--- src/rtl/cmd_packer_pkg.sv ---
// Shared definitions for the compressed 5-word layer command.
// The command sequencer's decoder imports the same field positions.
package cmd_packer_pkg;

   localparam int CMD_BURST_LEN = 5;
   localparam int CMD_WORD_W    = 32;

   localparam logic [2:0] OP_IDLE     = 3'd0;
   localparam logic [2:0] OP_CONV3    = 3'd1;
   localparam logic [2:0] OP_CONV3P_1 = 3'd2;
   localparam logic [2:0] OP_POOL3    = 3'd3;
   localparam logic [2:0] OP_POOL13   = 3'd4;

   // Word 0: {stride_2, stride_1, 5'b0, op_type}
   localparam int W0_OP_LSB      = 0;
   localparam int W0_OP_W        = 3;
   localparam int W0_STRIDE1_LSB = 8;
   localparam int W0_STRIDE1_W   = 8;
   localparam int W0_STRIDE2_LSB = 16;
   localparam int W0_STRIDE2_W   = 16;

   // Word 1: {och_size, ich_size}
   localparam int W1_ICH_LSB = 0;
   localparam int W1_ICH_W   = 16;
   localparam int W1_OCH_LSB = 16;
   localparam int W1_OCH_W   = 16;

   typedef enum logic {
      ST_IDLE = 1'b0,
      ST_EMIT = 1'b1
   } pk_state_e;

   function automatic logic [CMD_WORD_W-1:0] pack_w0(
      input logic [W0_OP_W-1:0]      op,
      input logic [W0_STRIDE1_W-1:0] s1,
      input logic [W0_STRIDE2_W-1:0] s2
   );
      logic [CMD_WORD_W-1:0] w;
      w = '0;
      w[W0_OP_LSB      +: W0_OP_W]      = op;
      w[W0_STRIDE1_LSB +: W0_STRIDE1_W] = s1;
      w[W0_STRIDE2_LSB +: W0_STRIDE2_W] = s2;
      return w;
   endfunction

   function automatic logic [CMD_WORD_W-1:0] pack_w1(
      input logic [W1_ICH_W-1:0] ich,
      input logic [W1_OCH_W-1:0] och
   );
      logic [CMD_WORD_W-1:0] w;
      w = '0;
      w[W1_ICH_LSB +: W1_ICH_W] = ich;
      w[W1_OCH_LSB +: W1_OCH_W] = och;
      return w;
   endfunction

endpackage

--- src/rtl/cmd_packer.sv ---
// Serialises one layer descriptor into five command words for the command FIFO,
// tracking the running command size and flagging illegal or overflowing descriptors.
module cmd_packer
   import cmd_packer_pkg::*;
#(
   parameter int CMD_SPACE_WORDS = 128,
   parameter int OP_MAX          = 4
) (
   input  logic        clk,
   input  logic        rst,
   input  logic        desc_valid,
   output logic        desc_ready,
   input  logic [2:0]  op_type,
   input  logic [7:0]  stride_1,
   input  logic [15:0] stride_2,
   input  logic [15:0] ich_size,
   input  logic [15:0] och_size,
   input  logic [31:0] weight_start_addr,
   input  logic [31:0] data_start_addr,
   input  logic [31:0] wb_addr,
   input  logic        cmd_fifo_full,
   output logic        cmd_fifo_wr_en,
   output logic [31:0] cmd_fifo_din,
   input  logic        clear,
   output logic [6:0]  cmd_size,
   output logic        busy,
   output logic        err_op,
   output logic        cmd_overflow
);

   localparam logic [2:0] LP_OP_MAX   = 3'(OP_MAX);
   localparam logic [7:0] LP_SPACE    = 8'(CMD_SPACE_WORDS);
   localparam logic [7:0] LP_BURST    = 8'(CMD_BURST_LEN);
   localparam logic [6:0] LP_BURST_7  = 7'(CMD_BURST_LEN);
   localparam logic [2:0] LP_LAST_IDX = 3'(CMD_BURST_LEN - 1);

   pk_state_e   r_state;
   pk_state_e   w_next_state;
   logic [2:0]  r_word_idx;
   logic [6:0]  r_cmd_size;
   logic        r_err_op;
   logic        r_cmd_overflow;

   logic [2:0]  r_op_type;
   logic [7:0]  r_stride_1;
   logic [15:0] r_stride_2;
   logic [15:0] r_ich_size;
   logic [15:0] r_och_size;
   logic [31:0] r_weight_addr;
   logic [31:0] r_data_addr;
   logic [31:0] r_wb_addr;

   logic        w_accept;
   logic        w_op_bad;
   logic [6:0]  w_size_base;
   logic [7:0]  w_size_sum;
   logic        w_no_room;
   logic        w_launch;
   logic        w_wr;
   logic        w_last;
   logic [31:0] w_word;

   assign w_accept    = desc_valid && (r_state == ST_IDLE);
   assign w_op_bad    = (op_type == OP_IDLE) || (op_type > LP_OP_MAX);
   // A clear arriving with the descriptor zeroes the size before the capacity check.
   assign w_size_base = clear ? 7'd0 : r_cmd_size;
   assign w_size_sum  = {1'b0, w_size_base} + LP_BURST;
   assign w_no_room   = (w_size_sum > LP_SPACE);
   assign w_launch    = w_accept && !w_op_bad && !w_no_room;
   assign w_wr        = (r_state == ST_EMIT) && !cmd_fifo_full;
   assign w_last      = w_wr && (r_word_idx == LP_LAST_IDX);

   always_ff @(posedge clk) begin
      if (rst) begin
         r_state <= ST_IDLE;
      end else begin
         r_state <= w_next_state;
      end
   end

   always_comb begin
      w_next_state   = r_state;
      desc_ready     = 1'b0;
      busy           = 1'b0;
      cmd_fifo_wr_en = 1'b0;
      w_word         = '0;
      case (r_state)
         ST_IDLE: begin
            desc_ready = 1'b1;
            if (w_launch) begin
               w_next_state = ST_EMIT;
            end
         end
         ST_EMIT: begin
            busy           = 1'b1;
            cmd_fifo_wr_en = !cmd_fifo_full;
            case (r_word_idx)
               3'd0:    w_word = pack_w0(r_op_type, r_stride_1, r_stride_2);
               3'd1:    w_word = pack_w1(r_ich_size, r_och_size);
               3'd2:    w_word = r_weight_addr;
               3'd3:    w_word = r_data_addr;
               3'd4:    w_word = r_wb_addr;
               default: w_word = '0;
            endcase
            if (w_last) begin
               w_next_state = ST_IDLE;
            end
         end
         default: w_next_state = ST_IDLE;
      endcase
   end

   always_ff @(posedge clk) begin
      if (rst) begin
         r_word_idx     <= '0;
         r_cmd_size     <= '0;
         r_err_op       <= 1'b0;
         r_cmd_overflow <= 1'b0;
         r_op_type      <= '0;
         r_stride_1     <= '0;
         r_stride_2     <= '0;
         r_ich_size     <= '0;
         r_och_size     <= '0;
         r_weight_addr  <= '0;
         r_data_addr    <= '0;
         r_wb_addr      <= '0;
      end else begin
         if (w_accept) begin
            r_op_type     <= op_type;
            r_stride_1    <= stride_1;
            r_stride_2    <= stride_2;
            r_ich_size    <= ich_size;
            r_och_size    <= och_size;
            r_weight_addr <= weight_start_addr;
            r_data_addr   <= data_start_addr;
            r_wb_addr     <= wb_addr;
         end

         // Clear is only meaningful between commands; during emission it is dropped.
         if (r_state == ST_IDLE) begin
            if (clear) begin
               r_cmd_size     <= '0;
               r_err_op       <= 1'b0;
               r_cmd_overflow <= 1'b0;
            end
            if (w_accept && w_op_bad) begin
               r_err_op <= 1'b1;
            end else if (w_accept && w_no_room) begin
               r_cmd_overflow <= 1'b1;
            end
         end

         if (w_launch || w_last) begin
            r_word_idx <= '0;
         end else if (w_wr) begin
            r_word_idx <= r_word_idx + 3'd1;
         end

         if (w_last) begin
            r_cmd_size <= r_cmd_size + LP_BURST_7;
         end
      end
   end

   assign cmd_fifo_din = w_word;
   assign cmd_size     = r_cmd_size;
   assign err_op       = r_err_op;
   assign cmd_overflow = r_cmd_overflow;

endmodule

--- config.mk ---
export PLATFORM = sky130hd
export DESIGN_NAME = cmd_packer
export DESIGN_NICKNAME = d
export VERILOG_FILES = /design/src/rtl/cmd_packer_pkg.sv /design/src/rtl/cmd_packer.sv
export SDC_FILE = /design/constraint.sdc
export NUM_CORES = 1
export LEC_CHECK = 0
export ABC_AREA = 1
export CAP_MARGIN = 20
export CORE_ASPECT_RATIO = 1.1
export CORE_MARGIN = 2
export CORE_UTILIZATION = 66
export CTS_CLUSTER_SIZE = 12
export DETAILED_ROUTE_END_ITERATION = 12
export DONT_BUFFER_PORTS = 1
export PLACE_DENSITY_LB_ADDON = 0.1
export SKIP_LAST_GASP = 1
export SYNTH_ARGS = -nofsm -noshare
export SYNTH_HDL_FRONTEND = slang
export SYNTH_SLANG_ARGS = --single-unit
export TNS_END_PERCENT = 1
--- constraint.sdc ---
create_clock -name clk -period 4.9 [get_ports clk]
set_clock_uncertainty 0.05 [all_clocks]
set_input_delay 0.735 -clock clk [delete_from_list [all_inputs] [get_ports clk]]
set_output_delay 0.735 -clock clk [all_outputs]
set_load 0.005 [all_outputs]
; ---- Word level (Yosys, flattened, before mapping)
; Index checks and enable logic that the tools add are counted.
[word_totals]
register_bits = 168
latch_bits = 0
ramBits = 0
rom_bits = 0
out_inout_bits = 44
elab_cells = 57
memories = 0
[op_classes]
addsub = 3
n_mul = 0
div = 0
n_lt_le_gt_ge = 2
n_eq_ne = 5
n_shift = 0
n_mux = 16
bitwise = 1
n_reduce_logical = 17
[op_table]
columns = cell, count
row1 = 32-bit case mux with 5 select lines, 1
row2 = 32-bit two-way mux, 1
row3 = 7-bit two-way mux, 3
row4 = 1-bit two-way mux, 10
row5 = "7-bit by 3-bit adder with 8-bit output, second input constant", 1
row6 = "8-bit > comparator, second input constant", 1
row7 = "7-bit by 3-bit adder with 7-bit output, second input constant", 1
row8 = 1-bit logical AND, 7
row9 = "3-bit by 2-bit == test with 1-bit output, second input constant", 2
row10 = 3-bit logical NOT, 2
row11 = "3-bit by 1-bit adder with 3-bit output, second input constant", 1
row12 = "3-bit by 1-bit == test with 1-bit output, second input constant", 1
row13 = "3-bit == test, second input constant", 1
row14 = "3-bit > comparator, second input constant", 1
row15 = 1-bit logical NOT, 3
row16 = 1-bit logical OR, 2
row17 = "2-bit by 1-bit inequality test with 1-bit output, second input constant", 1
row18 = 1-bit case mux with 2 select lines, 1
row19 = 2-bit AND reduction, 1
row20 = 2-bit nonzero test, 1
row21 = 2-bit OR reduction, 1
row22 = 1-bit NOT, 1

; ---- Depth between registers and ports, before layout
; Gate-level depths: netlist of run 1.
[depth]
depth_word = 7
depth_mapped = 10

; ---- Worst setup path after synthesis of run 1
; No wires, ideal clock.
[synth_timing]
path_kind = register -> output
from = register r_word_idx[2]
to = output cmd_fifo_din[12]
arrival_ns = 1.500
required_ns = 4.115
setup_slack_ns = 2.615
path_stages_with_launch = 9
path_cell_list = dfxtp_1 -> inv_1 -> buf_2 -> ha_1 -> clkbuf_1 -> nand2_1 -> nand2_1 -> nor2_1 -> a21oi_1
[synth_between]
elab_chain_cells = 3
[synth_lines]
columns = item, line
row1 = start: declaration, cmd_packer.sv:39  ; logic [2:0] r_word_idx;
row2 = start signal: assignment, cmd_packer.sv:156  ; r_word_idx <= r_word_idx + 3'd1;
row3 = 3-bit == test (tied with other cells), cmd_packer.sv:97  ; case (r_word_idx)
row4 = 32-bit case mux with 5 select lines *, cmd_packer.sv:97
row5 = 32-bit two-way mux *, cmd_packer.sv:87  ; case (r_state)
row6 = end: declaration, cmd_packer.sv:23  ; output logic [31:0] cmd_fifo_din,
; Mark *: on every way between the ends. The rest lies on a longest branch, timed or not.

; ---- Final worst setup path of run 1
[layout_timing]
from = register r_word_idx[0]
to = output cmd_fifo_din[28]
; Same word-level chain as after synthesis.

==> reports/results.txt, run 1 <==
Worst VDD drop = 0.000268 V
Crit path DAT = 2.66 ns
Remaining global-route overflow = 0
Hold-fix buffers at CTS = 0
Hold Slack = 0.322 ns
CTS tree = built
Area of the multi-input gates = 3370 µm²
Iter 0 DRT Violations = 540
Fmax achieved = 0.290 GHz
Final setup viols = 0
I/O pins = 204
Post-detail-place hpwl = 12400 µm
R2r setup slk = 1.86 ns
Die Y = 113 µm
Final hold vios = 0
Worst r2r src = r_state
Initial core utilization = 0.684
Port Buffer Count = 0
# DRC = 0
Tcrit/Tclk final = 0.703
Initial antenna violation count = 3
CP Class = reg -> out
Clock tree sinks = 168
Area delta synth->final = 8.32%
Via count = 6539
Worst Tran Pin Value = 1.14 ns
Slack of the critical path = 1.46 ns
Status = completed
Num CTS Buffers = 17
Max Fanout on Critical Path = 22
RSZ-0062 raised after global routing = no
Post-cts resize count = 0
Inst Count DP = 1133
Clk slew on worst S/H paths = 0.07 ns
Worst Hold Class = in -> reg
Layout cells sized above 1 = 0.0499
Fin. max-slew vios = 0
Worst Path Required = 4.12 ns
Cells after Synth = 1051
Post-synthesis net count = 1217
Power Density = 424 nW/µm²
Most frequent cells in the layout = nor2_1 (332), o21ai_0 (179), nand2_1 (169)
CTS Root Cell = clkbuf_16
DR pass1 iterations = 6
Die area = 11700 µm²
Reg2reg path depth = 6
Final Total Pwr = 0.00330 W
Max-cap violations = 0
Pre-CTS WS = 1.83 ns
Synth warn = 0
Pleak = 3.16 nW
Fill cells = 877
Sequential Area = 3360 µm²
Pin count of the biggest net entering global routing = 100
Most common cell after layout, fill and taps aside = nor2_1
# rows = 39
Wire per inst = 15.9 µm
CTS max path bufs = 2
Cell Count, Final, Fillers Out = 1167
First-pass GRT wire length = 28300 µm
Synth cell types = 23
Sequential share of the synthesized area = 0.469
Clock Latency Late Sink = 0.42 ns
Avg Synthesized Cell Area = 6.83 µm²
Slew margin rel. = 0.237
Crit end category = output pin
Wirelength, routed = 18500 µm
Nets = 1175
Number of synthesized register bits = 168
Core box area = 10500 µm²
Startpoint Class = register
Chip Width = 103 µm
GRT Total Usage = 0.315
Critical R2R Capture = r_data_addr[27]
CP startpoint = r_word_idx[0]
H-tree depth = 4
RD Place Congestion = 0.902
Routed vias/inst = 5.60
Min cycle time layout = 3.44 ns
Syn Std Cell Area = 7180 µm²
Post-route ant nets = 0
TNS Setup = 0 ns
Post-CTS setup buffer count = 0
Vias in the first global route = 5747
Worst setup path end = cmd_fifo_din[28]
[critical path, cell delays in order (launching register included)]
cell	delay (ns)
dfxtp_1	0.35
inv_1	0.09
ha_1	0.17
inv_1	0.05
nor2_2	0.85
buf_4	0.30
nand2_1	0.06
nand3_1	0.17
nor2_1	0.06
nor2_1	0.13
[synthesized netlist by cell type]
cell	count	area share
inv_1	34	0.018
nor2_4	1	0.0016
nor2_1	333	0.17
clkbuf_1	33	0.017
xor2_1	2	0.0024
clkbuf_2	1	0.00070
nand2_2	3	0.0026
buf_2	28	0.020
dfxtp_1	168	0.47
nand2_1	169	0.088
nand2_4	2	0.0031
or2_2	1	0.00087
a21oi_1	39	0.027
buf_1	2	0.0010
o21ai_1	2	0.0014
o21ai_0	179	0.12
a41oi_1	5	0.0061
ha_1	6	0.010
nand3_1	34	0.024
inv_2	2	0.0010
a211oi_1	1	0.0010
buf_4	4	0.0042
nor2_2	2	0.0017
[cell type report]
class | count | area share
clock inverter | 10 | 0.0214
clock buffer | 22 | 0.0610
sequential | 168 | 0.433
tap | 143 | 0.0230
timing repair buffer | 7 | 0.00934
antenna | 2 | 0.000644
multi-input combinational | 779 | 0.434
inverter | 36 | 0.0179
[worst min-delay path by stage]
stage / start / end / depth (start not counted)
3_3_place_gp: r_weight_addr[24] / r_weight_addr[24] / 2
5_1_grt: rst / cmd_size[1] / 1
4_1_cts: rst / cmd_size[1] / 1
2_1_floorplan: r_weight_addr[10] / r_weight_addr[10] / 2
3_5_place_dp: r_weight_addr[14] / r_weight_addr[14] / 2
6_report: rst / cmd_size[1] / 1
[per-layer routing]
layer / GRT usage / vias to the layer above / share of wire / wire (µm)
li1: - / 3280 / - / -
met1: 0.428 / 2962 / 0.43 / 7950
met2: 0.476 / 258 / 0.45 / 8300
met3: 0.111 / 35 / 0.10 / 1880
met4: 0.0877 / 4 / 0.020 / 366
met5: 0 / - / 0.0013 / 24
[state kept, by name (all words and copies together), names as in the netlist, 7 cells and up]
register       count
cmd_size           7
r_data_addr       32
r_ich_size        16
r_och_size        16
r_stride_1         8
r_stride_2        16
r_wb_addr         32
r_weight_addr     32
[where the power goes]
group,internal (W),leakage [nW],switching (W)
registers,0.00148,1.39,0.0000563
logic,0.0000984,1.46,0.000222
clock network,0.000897,0.307,0.000542
total,0.00248,3.16,0.000821
[cells by family after synthesis]
group,after synthesis,share of synthesized area
adders and majority gates,6,0.0105
AOI/OAI and AO/OA,226,0.161
DFF,168,0.469
xor gates and xnor gates,2,0.00244
and+or+nand+nor,545,0.296
buffers and inverters,104,0.0616
[per-stage QoR]
step	utilization	instance area, µm²
finish	0.741	7770
global route	0.741	7770
CTS	0.740	7770
detailed placement	0.679	7130
global placement	0.677	7100
floorplan	-	7180
No activity file was read; power rests on OpenSTA's default activity.
==> run 2: changes to the inputs <==
--- a/config.mk
+++ b/config.mk
@@ -9,7 +9,7 @@
 export CAP_MARGIN = 20
 export CORE_ASPECT_RATIO = 1.1
 export CORE_MARGIN = 2
-export CORE_UTILIZATION = 66
+export CORE_UTILIZATION = 57
 export CTS_CLUSTER_SIZE = 12
 export DETAILED_ROUTE_END_ITERATION = 12
 export DONT_BUFFER_PORTS = 1
==> constraint.sdc (replaced) <==
create_clock -name clk -period 3 [get_ports clk]
set_clock_uncertainty 0.05 [all_clocks]
set_input_delay 0.45 -clock clk [delete_from_list [all_inputs] [get_ports clk]]
set_output_delay 0.45 -clock clk [all_outputs]
set_load 0.005 [all_outputs]
==> run 2 against run 1 <==
Critical path depth fell by 1. Combinational power rose by 66%. Cell area rose by 0.16%. Worst hold slack got worse by 0.28 ns. Sequential cell count did not move. Largest cell class unchanged. Highest routed layer is now met4.
==> reports/results.txt, run 2 (synthesized netlist as in run 1, its figures left out) <==
Status = completed (unchanged)
Crit path DAT = 2.18 ns (was 2.66 ns)
Num CTS Buffers = 17 (unchanged)
Worst Hold Class = in -> reg (unchanged)
Final setup viols = 0 (unchanged)
GRT Total Usage = 0.275 (was 0.315)
Reg2reg path depth = 6 (unchanged)
Die area = 13500 µm² (was 11700 µm²)
Clk slew on worst S/H paths = 0.06 ns (was 0.07 ns)
Port Buffer Count = 0 (unchanged)
Final Total Pwr = 0.00519 W (was 0.00330 W)
Crit end category = output pin (unchanged)
Die Y = 122 µm (was 113 µm)
Critical R2R Capture = r_stride_1[6] (was r_data_addr[27])
Chip Width = 111 µm (was 103 µm)
Pleak = 3.17 nW (was 3.16 nW)
Routed vias/inst = 5.51 (was 5.60)
Initial antenna violation count = 1 (was 3)
Pre-CTS WS = 0.789 ns (was 1.83 ns)
CP Class = reg -> out (unchanged)
CTS max path bufs = 2 (unchanged)
Worst Path Required = 2.50 ns (was 4.12 ns)
DR pass1 iterations = 5 (was 6)
Hold depth = 1 (unchanged)
Fmax achieved = 0.373 GHz
Worst Tran Pin Value = 0.657 ns (was 1.14 ns)
Clock tree sinks = 168 (unchanged)
Hold-fix buffers at CTS = 0 (unchanged)
RD Place Congestion = 0.926 (was 0.902)
Inst Count DP = 1150 (was 1133)
Worst hold endpoint = cmd_overflow (was cmd_size[1])
Remaining global-route overflow = 0 (unchanged)
Slack of the critical path = 0.318 ns (was 1.46 ns)
Initial core utilization = 0.591 (was 0.684)
# DRC = 0 (unchanged)
Most common cell after layout, fill and taps aside = nor2_1 (unchanged)
Power Density = 666 nW/µm² (was 424 nW/µm²)
First-pass GRT wire length = 29100 µm (was 28300 µm)
Max Fanout on Critical Path = 33 (was 22)
Worst r2r src = r_state (unchanged)
RSZ-0062 raised after global routing = no (unchanged)
Wire per inst = 15.8 µm (was 15.9 µm)
Post-route ant nets = 0 (unchanged)
Startpoint Class = register (unchanged)
Most frequent cells in the layout = nor2_1 (332), o21ai_0 (179), nand2_1 (169) (unchanged)
Crit-path slowest cell = inv_2 (was nor2_2)
CTS tree = built (unchanged)
Fin. max-slew vios = 0 (unchanged)
Post-CTS setup buffer count = 0 (unchanged)
Min cycle time layout = 2.68 ns
R2r setup slk = 0.91 ns (was 1.86 ns)
CTS Root Cell = clkbuf_16 (unchanged)
Nets = 1181 (was 1175)
HP Start = rst (unchanged)
Final hold vios = 0 (unchanged)
Wirelength, routed = 18700 µm (was 18500 µm)
Layout cells sized above 1 = 0.0535 (was 0.0499)
Post-cts resize count = 0 (unchanged)
Via count = 6529 (was 6539)
Slew margin rel. = 0.561 (was 0.237)
Core box area = 12100 µm² (was 10500 µm²)
# rows = 42 (was 39)
Biggest regs = r_data_addr: 32 flops, r_wb_addr: 32 flops, r_weight_addr: 32 flops (unchanged)
TNS Setup = 0 ns (unchanged)
Post-detail-place hpwl = 13200 µm (was 12400 µm)
Worst-path cell chain = inv_1 > ha_1 > nand2_1 > inv_2 > nand2_1 > nand3_1 > nor2_1 > nor2_1 (was inv_1 > ha_1 > inv_1 > nor2_2 > buf_4 > nand2_1 > nand3_1 > nor2_1 > nor2_1)
Max-cap violations = 0 (unchanged)
Worst VDD drop = 0.000342 V (was 0.000268 V)
CP max stage delay = 0.50 ns (was 0.85 ns)
Pin count of the biggest net entering global routing = 119 (was 100)
Clock Latency Late Sink = 0.42 ns (about the same)
H-tree depth = 4 (unchanged)
Vias in the first global route = 5568 (was 5747)
I/O pins = 204 (unchanged)
Tcrit/Tclk final = 0.894
Iter 0 DRT Violations = 628 (was 540)
Cell Count, Final, Fillers Out = 1184 (was 1167)
Area delta synth->final = 8.49% (was 8.32%)
Fill cells = 1137 (was 877)
## run 2: cell count changes in the layout (fill, tap and decap cells not counted), sizes merged
| cell | delta |
|---|---|
| clkbuf | +2 |
| bufinv | -2 |
| clkinv | +1 |
| buf | +6 |
| inv | -1 |
## run 2: metrics by stage
step	utilization	area (µm²)	hold WS [ns]
after global routing	0.641	7780	0.0224
after detailed placement	0.593	7200	0.391
after floorplan	-	7180	0.375
after global placement	0.593	7200	0.383
after CTS	0.641	7780	0.0276
final	0.641	7780	0.0410
## run 2: power by group
part / leakage, nW / total [W] / internal, W / switching (W)
registers: 1.39 / 0.00251 / 0.00242 / 0.0000933
logic: 1.49 / 0.000534 / 0.000169 / 0.000366
clock network: 0.280 / 0.00214 / 0.00129 / 0.000852
## run 2: cell type report
class,count,area [µm²],share of cell area
Multi-Input combinational cell,779,3370,0.433
Sequential cell,168,3360,0.432
Clock buffer,24,482,0.0619
Tap cell,154,193,0.0248
Inverter,36,139,0.0178
Timing Repair Buffer,13,135,0.0174
Clock inverter,8,95.1,0.0122
Antenna cell,2,5.00,0.000643
## run 2: critical path: cells and delay by family (launching register included)
family                     cells  cell delay, ns
and+or+nand+nor                5            0.65
buffers and inverters          2            0.59
adders and majority gates      1            0.16
DFF                            1            0.35
## run 2: layer usage
| layer | global-route usage | vias to the layer above | wire length (µm) |
|---|---|---|---|
| li1 | - | 3288 | - |
| met1 | 0.413 | 2934 | 8940 |
| met2 | 0.387 | 280 | 7810 |
| met3 | 0.0731 | 27 | 1620 |
| met4 | 0.0844 | 0 | 297 |
| met5 | 0 | - | 0 |
## run 2: worst max path at each step
stage / cells past startpoint / slack, ns / startpoint / endpoint
after floorplan: 8 / 1.00 / r_word_idx[2] / cmd_fifo_din[12]
after CTS: 8 / 0.34 / r_word_idx[0] / cmd_fifo_din[30]
after global routing: 8 / 0.17 / r_word_idx[1] / cmd_fifo_din[11]
final: 8 / 0.32 / r_word_idx[0] / cmd_fifo_din[30]
after global placement: 8 / 0.86 / r_word_idx[0] / cmd_fifo_din[21]
after detailed placement: 8 / 0.79 / r_word_idx[0] / cmd_fifo_din[30]
